===== src/rtl/us_capture_pkg.sv =====
// rtl/us_capture_pkg.sv - shared constants and types for the ultrasonic echo capture block
// Contents: register indices (address[15:8]), capture FSM state encoding,
//           unmapped-register read value and the status word packer.
package us_capture_pkg;

    localparam logic [7:0]  REG_FIFO   = 8'h00;
    localparam logic [7:0]  REG_STATUS = 8'h01;
    localparam logic [7:0]  REG_ARMTS  = 8'h02;

    localparam logic [31:0] DEADBEEF   = 32'hDEADBEEF;

    typedef enum logic [1:0] {
        IDLE   = 2'd0,
        BLANK  = 2'd1,
        LISTEN = 2'd2
    } state_t;

    // Status word layout seen by the HPS.
    function automatic logic [31:0] status_word(
        input logic       overflow,
        input state_t     state,
        input logic [4:0] count,
        input logic       irq_en,
        input logic       enable
    );
        return {overflow, state, 8'b0, count, 13'b0, irq_en, 1'b0, enable};
    endfunction

endpackage


===== src/rtl/ts_fifo.sv =====
// rtl/ts_fifo.sv - synchronous 32-bit timestamp FIFO
// Ports:
//   clock, reset      clock, synchronous active-low reset
//   clear             empties the FIFO (wins over push/pop)
//   push, push_data   write request and data; accepted when not full or when popping
//   pop               read request; ignored when empty
//   head              oldest entry, 0 when empty
//   full, empty       occupancy flags
//   count             number of stored entries
module ts_fifo #(
    parameter int DEPTH = 16,
    parameter int AW    = $clog2(DEPTH)
) (
    input  logic          clock,
    input  logic          reset,
    input  logic          clear,
    input  logic          push,
    input  logic [31:0]   push_data,
    input  logic          pop,
    output logic [31:0]   head,
    output logic          full,
    output logic          empty,
    output logic [AW:0]   count
);

    logic [31:0]   mem [DEPTH];
    logic [AW-1:0] wr_ptr;
    logic [AW-1:0] rd_ptr;
    logic          do_pop;
    logic          do_push;

    assign empty   = (count == '0);
    assign full    = (count == (AW+1)'(DEPTH));
    assign do_pop  = pop && !empty;
    // A pop on a full FIFO frees the slot the concurrent push needs.
    assign do_push = push && (!full || do_pop);
    assign head    = empty ? 32'h0 : mem[rd_ptr];

    always_ff @(posedge clock) begin
        if (do_push && reset && !clear) begin
            mem[wr_ptr] <= push_data;
        end
    end

    always_ff @(posedge clock) begin
        if (!reset || clear) begin
            wr_ptr <= '0;
            rd_ptr <= '0;
            count  <= '0;
        end else begin
            if (do_push) wr_ptr <= wr_ptr + 1'b1;
            if (do_pop)  rd_ptr <= rd_ptr + 1'b1;
            case ({do_push, do_pop})
                2'b10:   count <= count + 1'b1;
                2'b01:   count <= count - 1'b1;
                default: count <= count;
            endcase
        end
    end

endmodule


===== src/rtl/us_echo_capture.sv =====
// rtl/us_echo_capture.sv - ultrasonic echo timestamp capture with Avalon-MM register access
// Ports:
//   clock, reset        system clock, synchronous active-low reset
//   echo_in             asynchronous receive comparator output
//   piezo_enable        transmit-burst indicator; a rising edge arms a capture window
//   time_cnt            shared free-running timebase
//   avalon_slave_*      register slave; address[15:8] selects the register
//   echo_irq            FIFO non-empty while irq_en is set
module us_echo_capture
    import us_capture_pkg::*;
#(
    parameter int MIN_PULSE     = 4,
    parameter int BLANK_CYCLES  = 500,
    parameter int WINDOW_CYCLES = 200000,
    parameter int FIFO_DEPTH    = 16
) (
    input  logic        clock,
    input  logic        reset,
    input  logic        echo_in,
    input  logic        piezo_enable,
    input  logic [31:0] time_cnt,
    input  logic [15:0] avalon_slave_address,
    input  logic        avalon_slave_write,
    input  logic [31:0] avalon_slave_writedata,
    input  logic        avalon_slave_read,
    output logic [31:0] avalon_slave_readdata,
    output logic        avalon_slave_waitrequest,
    output logic        echo_irq
);

    localparam int FW = $clog2(MIN_PULSE + 1);
    localparam int CW = $clog2(FIFO_DEPTH);

    logic          s1, s2;
    logic [FW-1:0] filt_cnt;
    logic          qualify;
    logic          piezo_prev;
    logic          piezo_rise;
    state_t        state, state_next;
    logic [31:0]   phase_cnt, phase_next;
    logic          enable, irq_en, overflow;
    logic [31:0]   arm_ts;
    logic          wait_flag;
    logic [7:0]    reg_sel;
    logic          wr_taken, rd_first, rd_done;
    logic          en_off, arm_load;
    logic [31:0]   rd_mux;
    logic          fifo_clear, fifo_push, fifo_pop, fifo_full, fifo_empty;
    logic [31:0]   fifo_head;
    logic [CW:0]   fifo_count;
    logic          unused_bits;

    assign unused_bits = ^{avalon_slave_address[7:0], avalon_slave_writedata[31:3],
                           avalon_slave_writedata[1]};

    assign reg_sel                  = avalon_slave_address[15:8];
    assign avalon_slave_waitrequest = wait_flag && avalon_slave_read;
    assign wr_taken                 = avalon_slave_write && !avalon_slave_waitrequest;
    assign rd_first                 = avalon_slave_read && wait_flag;
    assign rd_done                  = avalon_slave_read && !wait_flag;

    // Fires once per pulse: the counter saturates at MIN_PULSE until s2 drops.
    assign qualify    = s2 && (filt_cnt == FW'(MIN_PULSE - 1));
    assign piezo_rise = piezo_enable && !piezo_prev;
    assign en_off     = wr_taken && (reg_sel == REG_STATUS) && !avalon_slave_writedata[0];
    assign arm_load   = enable && !en_off && piezo_rise;

    assign fifo_clear = wr_taken && (reg_sel == REG_FIFO);
    assign fifo_pop   = rd_done && (reg_sel == REG_FIFO);
    assign fifo_push  = qualify && (state == LISTEN);
    assign echo_irq   = !fifo_empty && irq_en;

    ts_fifo #(.DEPTH(FIFO_DEPTH)) u_fifo (
        .clock     (clock),
        .reset     (reset),
        .clear     (fifo_clear),
        .push      (fifo_push),
        // The qualify edge is MIN_PULSE+1 clocks after s1 first saw the echo.
        .push_data (time_cnt - 32'(MIN_PULSE + 1)),
        .pop       (fifo_pop),
        .head      (fifo_head),
        .full      (fifo_full),
        .empty     (fifo_empty),
        .count     (fifo_count)
    );

    always_comb begin
        state_next = state;
        phase_next = phase_cnt;
        if (!enable || en_off) begin
            state_next = IDLE;
            phase_next = '0;
        end else if (arm_load) begin
            state_next = BLANK;
            phase_next = 32'(BLANK_CYCLES - 1);
        end else begin
            case (state)
                BLANK: begin
                    if (phase_cnt == 0) begin
                        state_next = LISTEN;
                        phase_next = 32'(WINDOW_CYCLES - 1);
                    end else begin
                        phase_next = phase_cnt - 1;
                    end
                end
                LISTEN: begin
                    if (phase_cnt == 0) begin
                        state_next = IDLE;
                        phase_next = '0;
                    end else begin
                        phase_next = phase_cnt - 1;
                    end
                end
                default: begin
                    state_next = IDLE;
                    phase_next = '0;
                end
            endcase
        end
    end

    always_ff @(posedge clock) begin
        if (!reset) begin
            state     <= IDLE;
            phase_cnt <= '0;
        end else begin
            state     <= state_next;
            phase_cnt <= phase_next;
        end
    end

    always_comb begin
        rd_mux = DEADBEEF;
        case (reg_sel)
            REG_FIFO:   rd_mux = fifo_head;
            REG_STATUS: rd_mux = status_word(overflow, state, 5'(fifo_count), irq_en, enable);
            REG_ARMTS:  rd_mux = arm_ts;
            default:    rd_mux = DEADBEEF;
        endcase
    end

    always_ff @(posedge clock) begin
        if (!reset) begin
            s1                    <= 1'b0;
            s2                    <= 1'b0;
            filt_cnt              <= '0;
            piezo_prev            <= 1'b0;
            arm_ts                <= '0;
            enable                <= 1'b0;
            irq_en                <= 1'b0;
            overflow              <= 1'b0;
            wait_flag             <= 1'b1;
            avalon_slave_readdata <= '0;
        end else begin
            s1         <= echo_in;
            s2         <= s1;
            piezo_prev <= piezo_enable;

            if (!s2) begin
                filt_cnt <= '0;
            end else if (filt_cnt != FW'(MIN_PULSE)) begin
                filt_cnt <= filt_cnt + 1'b1;
            end

            if (arm_load) arm_ts <= time_cnt;

            if (wr_taken && (reg_sel == REG_STATUS)) begin
                enable <= avalon_slave_writedata[0];
                irq_en <= avalon_slave_writedata[2];
            end

            if (fifo_clear) begin
                overflow <= 1'b0;
            end else if (fifo_push && fifo_full && !fifo_pop) begin
                overflow <= 1'b1;
            end

            // Data is captured on the wait cycle so it is stable while waitrequest is low.
            if (rd_first) begin
                avalon_slave_readdata <= rd_mux;
                wait_flag             <= 1'b0;
            end else begin
                wait_flag             <= 1'b1;
            end
        end
    end

endmodule


===== config.mk =====
export PLATFORM = sky130hd
export DESIGN_NAME = us_echo_capture
export DESIGN_NICKNAME = d
export VERILOG_FILES = /design/src/rtl/us_capture_pkg.sv /design/src/rtl/ts_fifo.sv /design/src/rtl/us_echo_capture.sv
export SDC_FILE = /design/constraint.sdc
export NUM_CORES = 1
export LEC_CHECK = 0
export ABC_AREA = 0
export BUFFER_PORTS_ARGS = -buffer_cell sky130_fd_sc_hd__buf_2
export CORE_UTILIZATION = 45
export CTS_CLUSTER_SIZE = 28
export DETAILED_ROUTE_END_ITERATION = 6
export HOLD_SLACK_MARGIN = 0.06
export PLACE_DENSITY_LB_ADDON = 0.08
export SLEW_MARGIN = 20
export SYNTH_ARGS = -nofsm -noshare
export SYNTH_HDL_FRONTEND = slang
export SYNTH_SLANG_ARGS = --single-unit

===== constraint.sdc =====
create_clock -name clock -period 4.7 [get_ports clock]
set_input_delay 0.47 -clock clock [delete_from_list [all_inputs] [get_ports clock]]
set_output_delay 0.47 -clock clock [all_outputs]
set_load 0.01 [all_outputs]

==> results.toml <==
[run_status]
status = "completed"

[finish]
nets = 1802
area.growth.synth_to_final_pct = 15.72
diodes = 0
register_area_mm2 = 0.01789
drive_above_1_share = 0.2480
multi_input_area_mm2 = 0.007547
layoutNonFillerInstCount = 2510
fillCellCount = 4713

[detailed_routing]
drt_iter0_drc = 1243
wl_per_cell_um = 26.46
vias_per_cell = 5.731
drc = 0
antenna_left = 0
vias = 14390
finalWirelength_mm = 66.42
dr.pass1.iters = 5

[worst_setup_path]
startpoint = "u_fifo.count[1]"
r2r_cells = 12
reg2reg_to = "u_fifo.count[4]"
end_kind = "flip-flop"
r2r-start = "u_fifo.count[1]"
crit_required_ns = 5.21
path_max_fanout = 10
crit_type = "flip-flop to flip-flop"
rrSetupSlack_ns = 1.19
start_kind = "flip-flop"
arrival_ns = 4.02

[timing]
worstMarginPinSlew_ns = 1.064
finalHoldViolCount = 0
maxSlewViolCount = 0
max_slew_margin = 0.2884
finalCritPeriodShare = 0.7469
rsz0062_at_grt = "false"
holdWs_ns = 0.1178
period_minus_slack_ns = 3.511
setup_viol = 0
clock.fmax_mhz = 284.9
finClkSkew_ns = 0.02110
fin_setup_tns_ns = 0

[floorplan]
die_w_um = 240.8
fp.dieH_um = 240.8
row_count = 87
initial_core_util = 0.4550
pin_count = 120
dieArea_mm2 = 0.05798
core_mm2 = 0.05639

[synth]
synth_edf_count = 512
yosys-top-cells-count = "edfxtp_1, dfxtp_1, mux4_2"
ys_seq_area_frac = 0.6968
ys_types = 61
synth_area_leaders = "edfxtp_1, mux4_2, dfxtp_1"
synth.most_common_cell = "edfxtp_1"
yosysTopAreaCellShare = 0.5992
ys_ff_latch = 637
syn-num-nets = 1676
async_reset_ff_frac = 0
synth-main-ff-cell = "edfxtp_1"
yosys.area.top_type = "edfxtp_1"
ys_warn_count = 0
synthCells = 1574
synth_area_mm2 = 0.02566
synth.avg_cell_area_um2 = 16.30

[clocking]
clock_latency_ns = 0.61
cts_root_buf = "clkbuf_16"
clk_pin_slew_ns = 0.06
numCtsBuffers = 68
clock_path_buffers = 3
htreeDepth = 3
cts_tree = "done"
clock-sinks = 637

[grt]
grt_util_met1 = 0.3328
grtUsageTotal = 0.2359
grt_overflow = 0
grt_util_met2 = 0.3818
grt_pass1_wl_mm = 96.94
grt_pass1_vias = 14310
antenna_found_initial = 3
grt-busiest-layer = "met2"
grt_max_degree = 73
grt_util_met3 = 0.03740

[place]
dp.cells = 2385
hpwlAfterDp_mm = 38.13
routabilityCongestion = 0.7754
port_buffers = 81

[power_and_ir_drop]
ir_worst_vdd_mv = 0.3103
p_per_area_mw_per_mm2 = 394.1
p_leak_nw = 9.686

[hold_path]
holdCritStartpoint = "piezo_enable"
min_path_type = "primary input to flip-flop"
hold_path_end = "piezo_prev"
hold_depth = 2

[job]
cap_violations = 0
## logic make-up (layout without fill, tap and decap cells)
logic type | Yosys count | in the layout | share of synthesized area
flip-flops | 637 | 637 | 0.6968
AND/OR/NAND/NOR | 344 | 344 | 0.06696
AO/OA/AOI/OAI | 206 | 206 | 0.05184
multiplexers | 205 | 205 | 0.1391
buffers and inverters | 105 | 285 | 0.01673
XOR/XNOR | 61 | 61 | 0.02082
adder cells (fa/ha/maj) | 16 | 16 | 0.007803
## how the worst max path moves through the flow
stage | cells after the start | endpoint | slack, ns
2_1_floorplan | 5 | u_fifo.mem[3][0] | 0.38
3_3_place_gp | 13 | u_fifo.count[4] | 0.87
3_5_place_dp | 13 | u_fifo.count[4] | 0.83
4_1_cts | 12 | u_fifo.count[4] | 1.19
5_1_grt | 12 | u_fifo.count[4] | 1.03
6_report | 12 | u_fifo.count[4] | 1.19
## critical path, cell delays in order (launching register included)
cell and delay (ns):
dfxtp_1 0.42, or4_1 0.62, o211a_1 0.45, nand2_1 0.27, inv_1 0.09, ha_1 0.30
xor2_1 0.18, ha_1 0.23, o21a_1 0.17, o21ai_0 0.15, a2bb2oi_1 0.09, or3_1 0.31
a21oi_1 0.14
## cell usage in the layout, fill, tap and decap left out, types with 32 or more instances in the layout
master and n:
mux2_2 32, edfxtp_1 512, nand3_1 34, nand2_1 117, buf_4 47, a21boi_0 32
buf_2 81, o21ai_0 54, a21oi_1 49, clkbuf_16 71, dfxtp_1 121, mux4_2 118
mux2i_1 55, nor2_1 57
## power breakdown
group          internal [W]  switching (W)
clock               0.00310        0.00221
combinational     0.0000721       0.000184
sequential          0.00612      0.0000165
total               0.00929        0.00241
## registers in the layout, summed over array words and instances, names as in the netlist, 2 cells and up, named ones only
name,cells
u_fifo.mem,512
arm_ts,32
u_fifo.wr_ptr,4
state,2
u_fifo.rd_ptr,4
phase_cnt,32
filt_cnt,3
u_fifo.count,5
avalon_slave_readdata,32
## stage by stage
step	setup WS (ns)	util	area [um^2]	total power (W)
CTS	1.187	0.5252	29620	0.01180
global placement	0.8668	0.4859	27400	0.006498
detailed placement	0.8289	0.4859	27400	0.006506
finish	1.189	0.5266	29690	0.01170
global route	1.032	0.5266	29690	0.01205
floorplan	0.3847	-	25660	0.006361
## area by class of cell
cell class / count / share of cell area
sequential: 637 / 0.6025
timing repair buffer: 142 / 0.03464
tap: 756 / 0.03186
clock inverter: 30 / 0.009608
multi-input combinational: 832 / 0.2542
inverter: 19 / 0.002402
clock buffer: 94 / 0.06477
## metal layers
layer,share of wire,wire (um)
met5,0.00021,14
met4,0.022,1441
met3,0.045,2993
met2,0.48,32180
met1,0.45,29780
## what timing repair did
action,4_1_cts,5_1_grt
resized for setup,0,0
endpoints found under the hold margin,1,0
endpoints found under the setup margin,0,0
buffers inserted,0,0
hold buffers,1,0
No activity file was read; power rests on OpenSTA's default activity.
